**config.mk**
```make
export PLATFORM = sky130hd
export DESIGN_NAME = commit_trace_monitor
export DESIGN_NICKNAME = d
export VERILOG_FILES = /design/src/rtl/commit_trace_monitor.sv
export SDC_FILE = /design/constraint.sdc
export NUM_CORES = 2
export LEC_CHECK = 0
export ABC_AREA = 1
export BUFFER_PORTS_ARGS = -buffer_cell sky130_fd_sc_hd__buf_2
export CAP_MARGIN = 5
export CORE_UTILIZATION = 34
export CTS_CLUSTER_DIAMETER = 80
export DETAILED_ROUTE_END_ITERATION = 8
export SLEW_MARGIN = 20
export SYNTH_ARGS = -nofsm -noshare
export SYNTH_HDL_FRONTEND = slang
export SYNTH_SLANG_ARGS = --single-unit
```
**constraint.sdc**
```tcl
create_clock -name clk -period 9.3 [get_ports clk]
set_clock_uncertainty 0.15 [all_clocks]
set_input_delay 1.395 -clock clk [delete_from_list [all_inputs] [get_ports clk]]
set_output_delay 1.395 -clock clk [all_outputs]
set_load 0.01 [all_outputs]
```
**src/rtl/commit_trace_monitor.sv**
```systemverilog
// Debug commit-port consumer: pc sequence checking, commit history ring buffer,
// retirement counter, ebreak halt detection and a commit watchdog.
module commit_trace_monitor #(
  parameter int unsigned      WIDTH       = 32,
  parameter int unsigned      DEPTH       = 16,
  parameter int unsigned      WDOG_CYCLES = 1024,
  parameter logic [WIDTH-1:0] RESET_PC    = WIDTH'(32'h80000000)
) (
  input  logic                     clk,
  input  logic                     rst,
  input  logic                     clr,
  input  logic                     debug_valid,
  input  logic [WIDTH-1:0]         debug_pc,
  input  logic [WIDTH-1:0]         debug_inst,
  input  logic                     rd_en,
  output logic                     rd_valid,
  output logic [WIDTH-1:0]         rd_pc,
  output logic [WIDTH-1:0]         rd_inst,
  output logic [$clog2(DEPTH):0]   buf_count,
  output logic                     overflow,
  output logic [63:0]              commit_cnt,
  output logic                     halt,
  output logic [WIDTH-1:0]         halt_pc,
  output logic                     wdog_timeout,
  output logic                     seq_err,
  output logic [WIDTH-1:0]         err_pc
);

  localparam int unsigned PW = $clog2(DEPTH);
  localparam int unsigned CW = PW + 1;
  localparam int unsigned WW = $clog2(WDOG_CYCLES + 1);
  localparam logic [WIDTH-1:0] Ebreak = WIDTH'(32'h00100073);

  typedef enum logic [1:0] {StRun, StHalted, StTimeout} state_e;

  state_e               state_q, state_d;
  logic [2*WIDTH-1:0]   mem_q [DEPTH];
  logic [2*WIDTH-1:0]   mem_d [DEPTH];
  logic [PW-1:0]        wr_ptr_q, wr_ptr_d, rd_ptr_q, rd_ptr_d;
  logic [CW-1:0]        count_q, count_d;
  logic                 overflow_q, overflow_d;
  logic                 rd_valid_q, rd_valid_d;
  logic [WIDTH-1:0]     rd_pc_q, rd_pc_d, rd_inst_q, rd_inst_d;
  logic [63:0]          commit_cnt_q, commit_cnt_d;
  logic                 halt_q, halt_d;
  logic [WIDTH-1:0]     halt_pc_q, halt_pc_d;
  logic [WW-1:0]        wdog_q, wdog_d;
  logic                 wdog_timeout_q, wdog_timeout_d;
  logic                 seq_err_q, seq_err_d;
  logic [WIDTH-1:0]     err_pc_q, err_pc_d;
  logic [WIDTH-1:0]     prev_pc_q, prev_pc_d;
  logic                 prev_jump_q, prev_jump_d;
  logic                 first_q, first_d;

  logic          accept, pop, full, seq_ok, cur_jump;
  logic [WW-1:0] wdog_inc;

  assign accept   = debug_valid && (state_q == StRun);
  assign pop      = rd_en && (count_q != '0);
  assign full     = (count_q == CW'(DEPTH));
  assign wdog_inc = wdog_q + WW'(1);
  assign cur_jump = (debug_inst[6:0] == 7'b1101111) || (debug_inst[6:0] == 7'b1100111) ||
                    (debug_inst[6:0] == 7'b1100011);
  // After a control-transfer instruction only alignment can be checked.
  assign seq_ok   = first_q     ? (debug_pc == RESET_PC) :
                    prev_jump_q ? (debug_pc[1:0] == 2'b00) :
                                  (debug_pc == prev_pc_q + WIDTH'(4));

  always_comb begin
    state_d        = state_q;
    mem_d          = mem_q;
    wr_ptr_d       = wr_ptr_q;
    rd_ptr_d       = rd_ptr_q;
    count_d        = count_q;
    overflow_d     = overflow_q;
    rd_valid_d     = pop;
    rd_pc_d        = rd_pc_q;
    rd_inst_d      = rd_inst_q;
    commit_cnt_d   = commit_cnt_q;
    halt_d         = halt_q;
    halt_pc_d      = halt_pc_q;
    wdog_d         = wdog_q;
    wdog_timeout_d = wdog_timeout_q;
    seq_err_d      = seq_err_q;
    err_pc_d       = err_pc_q;
    prev_pc_d      = prev_pc_q;
    prev_jump_d    = prev_jump_q;
    first_d        = first_q;

    if (pop) begin
      {rd_pc_d, rd_inst_d} = mem_q[rd_ptr_q];
      rd_ptr_d             = rd_ptr_q + PW'(1);
    end

    if (accept) begin
      mem_d[wr_ptr_q] = {debug_pc, debug_inst};
      wr_ptr_d        = wr_ptr_q + PW'(1);
      // Full without a pop: the oldest entry is dropped to make room.
      if (full && !pop) begin
        rd_ptr_d   = rd_ptr_q + PW'(1);
        overflow_d = 1'b1;
      end else if (!pop) begin
        count_d = count_q + CW'(1);
      end
      commit_cnt_d = commit_cnt_q + 64'd1;
      wdog_d       = '0;
      prev_pc_d    = debug_pc;
      prev_jump_d  = cur_jump;
      first_d      = 1'b0;
      if (!seq_ok) begin
        seq_err_d = 1'b1;
        if (!seq_err_q) err_pc_d = debug_pc;
      end
      if (debug_inst == Ebreak) begin
        state_d   = StHalted;
        halt_d    = 1'b1;
        halt_pc_d = debug_pc;
      end
    end else begin
      if (pop) count_d = count_q - CW'(1);
      if (state_q == StRun) begin
        wdog_d = wdog_inc;
        if (wdog_inc == WW'(WDOG_CYCLES)) begin
          state_d        = StTimeout;
          wdog_timeout_d = 1'b1;
        end
      end
    end

    if (clr) begin
      state_d        = StRun;
      wr_ptr_d       = '0;
      rd_ptr_d       = '0;
      count_d        = '0;
      overflow_d     = 1'b0;
      rd_valid_d     = 1'b0;
      rd_pc_d        = '0;
      rd_inst_d      = '0;
      commit_cnt_d   = '0;
      halt_d         = 1'b0;
      halt_pc_d      = '0;
      wdog_d         = '0;
      wdog_timeout_d = 1'b0;
      seq_err_d      = 1'b0;
      err_pc_d       = '0;
      prev_pc_d      = '0;
      prev_jump_d    = 1'b0;
      first_d        = 1'b1;
    end
  end

  always_ff @(posedge clk or posedge rst) begin
    if (rst) begin
      state_q        <= StRun;
      wr_ptr_q       <= '0;
      rd_ptr_q       <= '0;
      count_q        <= '0;
      overflow_q     <= 1'b0;
      rd_valid_q     <= 1'b0;
      rd_pc_q        <= '0;
      rd_inst_q      <= '0;
      commit_cnt_q   <= '0;
      halt_q         <= 1'b0;
      halt_pc_q      <= '0;
      wdog_q         <= '0;
      wdog_timeout_q <= 1'b0;
      seq_err_q      <= 1'b0;
      err_pc_q       <= '0;
      prev_pc_q      <= '0;
      prev_jump_q    <= 1'b0;
      first_q        <= 1'b1;
    end else begin
      state_q        <= state_d;
      wr_ptr_q       <= wr_ptr_d;
      rd_ptr_q       <= rd_ptr_d;
      count_q        <= count_d;
      overflow_q     <= overflow_d;
      rd_valid_q     <= rd_valid_d;
      rd_pc_q        <= rd_pc_d;
      rd_inst_q      <= rd_inst_d;
      commit_cnt_q   <= commit_cnt_d;
      halt_q         <= halt_d;
      halt_pc_q      <= halt_pc_d;
      wdog_q         <= wdog_d;
      wdog_timeout_q <= wdog_timeout_d;
      seq_err_q      <= seq_err_d;
      err_pc_q       <= err_pc_d;
      prev_pc_q      <= prev_pc_d;
      prev_jump_q    <= prev_jump_d;
      first_q        <= first_d;
    end
  end

  // Storage needs no reset; count and pointers define which entries are live.
  always_ff @(posedge clk) begin
    mem_q <= mem_d;
  end

  assign rd_valid     = rd_valid_q;
  assign rd_pc        = rd_pc_q;
  assign rd_inst      = rd_inst_q;
  assign buf_count    = count_q;
  assign overflow     = overflow_q;
  assign commit_cnt   = commit_cnt_q;
  assign halt         = halt_q;
  assign halt_pc      = halt_pc_q;
  assign wdog_timeout = wdog_timeout_q;
  assign seq_err      = seq_err_q;
  assign err_pc       = err_pc_q;

endmodule

```
======== After elaboration in Yosys (flattened, before gate mapping) ========
Index checks and enable logic that the tools add are counted.
storage, ports and cells
  bits in registers ....................... 1281
  latch bits .............................. 0
  bits in writable memories ............... 0
  ROM bits ................................ 0
  input bits .............................. 69
  logic and storage cells ................. 146
  memories kept ........................... 0
cells by class
  $add $sub $neg .......................... 7
  multipliers ............................. 0
  div/mod/pow operators ................... 0
  magnitude comparators ................... 3
  equal/unequal tests ..................... 14
  shift operators ......................... 0
  multiplexer cells ....................... 60
  bitwise logic cells ..................... 2
  reduce and logical (&&, ||, !) cells .... 26
operator list
  cell                   number
  $bwmux 1024            1
  $mux 32                13
  $mux 64                5
  $bmux 64 s4            1
  $demux 64 s4           1
  $add 64x1->64 const B  1
  $mux 11                3
  $add 32x3->32 const B  1
  $eq 32x21->1 const B   1
  $eq 32x32->1           1
  $eq 32x32->1 const B   1
  $mux 5                 5
  $mux 4                 6
  $eq 7x7->1 const B     3
  $mux 1                 20
  $reduce_and 3->1       4
  $reduce_bool 2->1      6
  $add 11x1->11 const B  1
  $eq 11x11->1 const B   1
  $ge 5x5->1 const B     2
  $mux 2                 5
  $not 4->5              2
  $reduce_bool 3->1      3
  $add 4x1->4 const B    2
  13 further kinds       23

======== Logic depth before layout (Yosys ltp) ========
  word-level depth ........................ 7
  mapped depth ............................ 20
  mapped depth without buffers ............ 19

======== Worst setup path before layout ========
Ideal clock, no wire load.
  path kind ............................... input to register
  start point ............................. in debug_valid
  end point ............................... reg mem_q[512] in the netlist's numbering, enable pin
  library setup time ...................... 565 ps
  arrival ................................. 6471 ps
  slack ................................... 2114 ps
  stages on the path ...................... 5
  buffers on the path ..................... 3
  cells stage by stage .................... nand2_1 -> buf_2 -> buf_1 -> clkbuf_1 -> nor3_1
on the way
  longest elaborated chain between the ends .. 1
RTL lines
  what                  RTL line  text
  start, declared       12        input logic debug_valid,
  $logic_and 1x1->1     58        assign accept = debug_valid && (state_q == StRun);
  end signal, assigned  196       mem_q <= mem_d;
  end, declared         37        logic [2*WIDTH-1:0] mem_q [DEPTH];
No other way between the ends.
A chain may end at the register's enable or synchronous reset.

======== Worst setup path after layout ========
  start point ............................. reg rd_ptr_q[0]
  end point ............................... reg rd_pc_q[11], in the netlist rd_pc[11]
on the way
  longest elaborated chain between the ends .. 6
RTL lines
  what                                        RTL line  text
  start, declared                             39        logic [PW-1:0] wr_ptr_q, wr_ptr_d, rd_ptr_q, rd_ptr_d;
  start signal, assigned                      175       rd_ptr_q <= rd_ptr_d;
  $not 4->5 (not written as such)             91        {rd_pc_d, rd_inst_d} = mem_q[rd_ptr_q];
  $bmux 64 s4                                 91
  $mux 64 (not written as such) (2 in a row)  91
  $mux 32                                     90        if (pop) begin
  $mux 32                                     130       if (clr) begin
  end signal, assigned                        179       rd_pc_q <= rd_pc_d;
  end, declared                               43        logic [WIDTH-1:0] rd_pc_q, rd_pc_d, rd_inst_q, rd_inst_d;
No other way between the ends. The select of a mux whose other input is x is not followed.

==> flow_summary_export.csv <==
group,metric,value,unit
route,antenna_left,0,
critical_path,cp_max_fo,96,
layout,final_nets,4730,
route,via_per_inst,5.35,
critical_path,r2r_cells,9,
global_route,grt_usage,19.1,%
route,drcViolationCount,0,
power,peakVddDrop,0.190,mV
sta,fmax,0.243,GHz
sta,slew_headroom,22.2,%
clock_tree,cts_sinks,1281,
global_route,grt_pass1_vias,35130,
clock_tree,cts_tree,"built",
critical_path,cp-end-kind,"flop",
global_route,antenna_found_initial,16,
power,p_leak,0.0212,uW
hold_path,hold_depth,2,
critical_path,start_kind,"flop",
sta,slew_viol_final,0,
clock_tree,clock_path_buffers,3,
critical_path,critPathKind,"flop to flop",
route,drt-initial-drc-count,3259,
job,cap_violations,0,
route,drt_wl_total,152,mm
synthesis,netlist-cell-type-count,48,
status,status,"completed",
route,drt-pass1-iter-count,8,
layout,syn2layout_area_growth,14.9,%
global_route,grt-ovfl-total,0,
global_route,grt_pass1_wl,228,mm
synthesis,synth_area_per_cell,11.8,um^2
place,port_buffers,270,
clock_tree,clock_latency,0.76,ns
floorplan,core,154000,um^2
global_route,grt_max_degree,174,
sta,hold_violations,0,
place,dp_hpwl,88.7,mm
sta,setup_slack,5.18,ns
hold_path,min_path_type,"flop to flop",
layout,layout_common_cells,"edfxtp_1 (1024), o21ai_0 (729), nor2_1 (720)",
synthesis,synth-seq-cells,1281,
critical_path,path_cells,"inv_8 > buf_4 > buf_4 > o21ai_0 > o221ai_1 > o21ai_0 > o21ai_1 > nand2_1 > nand2_1",
place,routabilityCongestion,0.856,
critical_path,cp_data_arrival_time,4.65,ns
sta,period_minus_slack,4.12,ns
sta,tightest_slew,1.17,ns
clock_tree,ctsHtreeMaxLevel,4,
critical_path,worstPathRequired,9.83,ns
floorplan,die_w,395,um
floorplan,start_util,34.2,%
clock_tree,clk_pin_slew,0.06,ns
sta,period_share,44.3,%
place,place_ws,4.62,ns
route,vias,36428,
synthesis,yosysSeqAreaShare,70.6,%
synthesis,syn_area,52600,um^2
floorplan,ios,271,
clock_tree,cts_buffers,140,
clock_tree,postCtsSetupBuffers,0,
critical_path,slowest_delay,0.90,ns
floorplan,fp.dieArea,156000,um^2
clock_tree,ctsResizeCount,0,
synthesis,synthFlopType,"edfxtp_1",
power,p_per_area,238,nW/um^2
synthesis,synthArstFlopShare,20.1,%
sta,rsz0062_at_grt,"no",
route,post_drt_wl_per_cell,22.4,um
sta,setup_viol,0,
synthesis,synth-edff-count,1024,
clock_tree,root_buffer,"clkbuf_16",
layout,final_common_cell,"edfxtp_1",
sta,final.setup.tns,0,ns
floorplan,rows,144,
synthesis,syn-num-nets,4540,
floorplan,die_y,395,um
synthesis,yosys_warnings,0,
synthesis,synth_cells,4459,
clock_tree,holdBufCountCts,0,
layout,layout-drive-gt1-share,12.7,%
critical_path,cpMaxStageDelayCell,"buf_4",
-- flip-flops by register name, indices dropped and copies added (netlist names), 4 cells and up --
register    flops
wr_ptr_q        4
buf_count       5
rd_inst        32
prev_pc_q      32
err_pc         32
wdog_q         11
rd_ptr_q        4
mem_q        1024
halt_pc        32
commit_cnt     64
rd_pc          32
-- metal layers --
layer  part of all wire [%]  vias to the layer above  GRT usage [%]
li1                       -                    16642              -
met1                     44                    18309           27.2
met2                     47                     1275           30.5
met3                    6.9                      202           3.25
met4                    1.8                        0           4.62
met5                      0                        -              0
-- power breakdown --
| part | switching [uW] | internal (uW) | leakage [uW] |
|---|---|---|---|
| combinational | 1770 | 680 | 0.00636 |
| sequential | 183 | 6360 | 0.0127 |
| clock | 2270 | 3110 | 0.00217 |
-- worst max-delay path, delay by kind of cell (launching register included) --
family | cells | cell delay [ns]
AND/OR/NAND/NOR | 2 | 0.23
buffers and inverters | 3 | 2.00
AO/OA/AOI/OAI | 4 | 0.80
flip-flops | 1 | 0.75
-- through the flow --
stage	cell area (um^2)	utilization [%]	hold WS, ns	total power (uW)	instances
4_1_cts	60500	39.3	0.349	14500	6804
3_3_place_gp	56000	36.4	0.325	9110	6549
3_5_place_dp	56100	36.4	0.330	9140	6550
6_report	60500	39.3	0.346	14400	6807
5_1_grt	60500	39.3	0.361	15000	6805
2_1_floorplan	52600	-	0.301	8130	4459
-- worst paths after layout --
path | slack (ns) | to | start
hold reg to reg | 0.35 | halt_pc[31]$_DFFE_PP0P_ | halt_pc[31]$_DFFE_PP0P_
max in group asynchronous | 6.92 | rd_pc[12]$_DFFE_PP0P_ | rst
setup / recovery | 5.18 | rd_pc[11]$_DFFE_PP0P_ | rd_ptr_q[0]$_DFF_PP0_
setup reg to reg | 5.18 | rd_pc[11]$_DFFE_PP0P_ | rd_ptr_q[0]$_DFF_PP0_
hold / removal | 0.35 | halt_pc[31]$_DFFE_PP0P_ | halt_pc[31]$_DFFE_PP0P_
min in group asynchronous | 0.56 | commit_cnt[26]$_DFFE_PP0N_ | rst
-- synth_stat cells, drive strengths merged (4+ instances only) --
cell type	count	area (um^2)
o22ai	148	926
nand3	154	921
nor3b	5	37.5
xnor2	16	140
nand2	448	1720
o21bai	4	30.0
nor2	748	2860
o21ai	759	3800
inv	166	623
o211ai	26	195
o21a	6	45.0
nand3b	5	37.5
nor4	29	181
a32o	39	390
o221ai	103	902
edfxtp	1024	30700
clkinv	5	18.8
clkbuf	237	890
a21oi	96	480
nand4	64	400
dfrtp	256	6410
ha	11	138
xor2	23	201
a31oi	6	37.5
buf	37	210
nor3	30	155
-- cell families (layout without fill, tap and decap cells) --
kind of cell	after synthesis	in the layout	share of synthesized area [%]
simple gates	1488	1488	12.1
flops	1281	1281	70.6
compound gates	1194	1194	13.0
buf+inv	445	747	3.31
xor+xnor	39	39	0.649
fa+ha+maj	12	12	0.299
other cells	0	2	0
-- cell type report --
class / instances / area [um^2]
Antenna cell: 2 / 5.00
Clock buffer: 187 / 3850
Clock inverter: 67 / 561
Fill cell: 14655 / 93400
Inverter: 171 / 672
Multi-Input combinational cell: 2733 / 13800
Sequential cell: 1281 / 37200
Tap cell: 2044 / 2560
Timing Repair Buffer: 322 / 1820
Power figures use the tool's default switching activity.
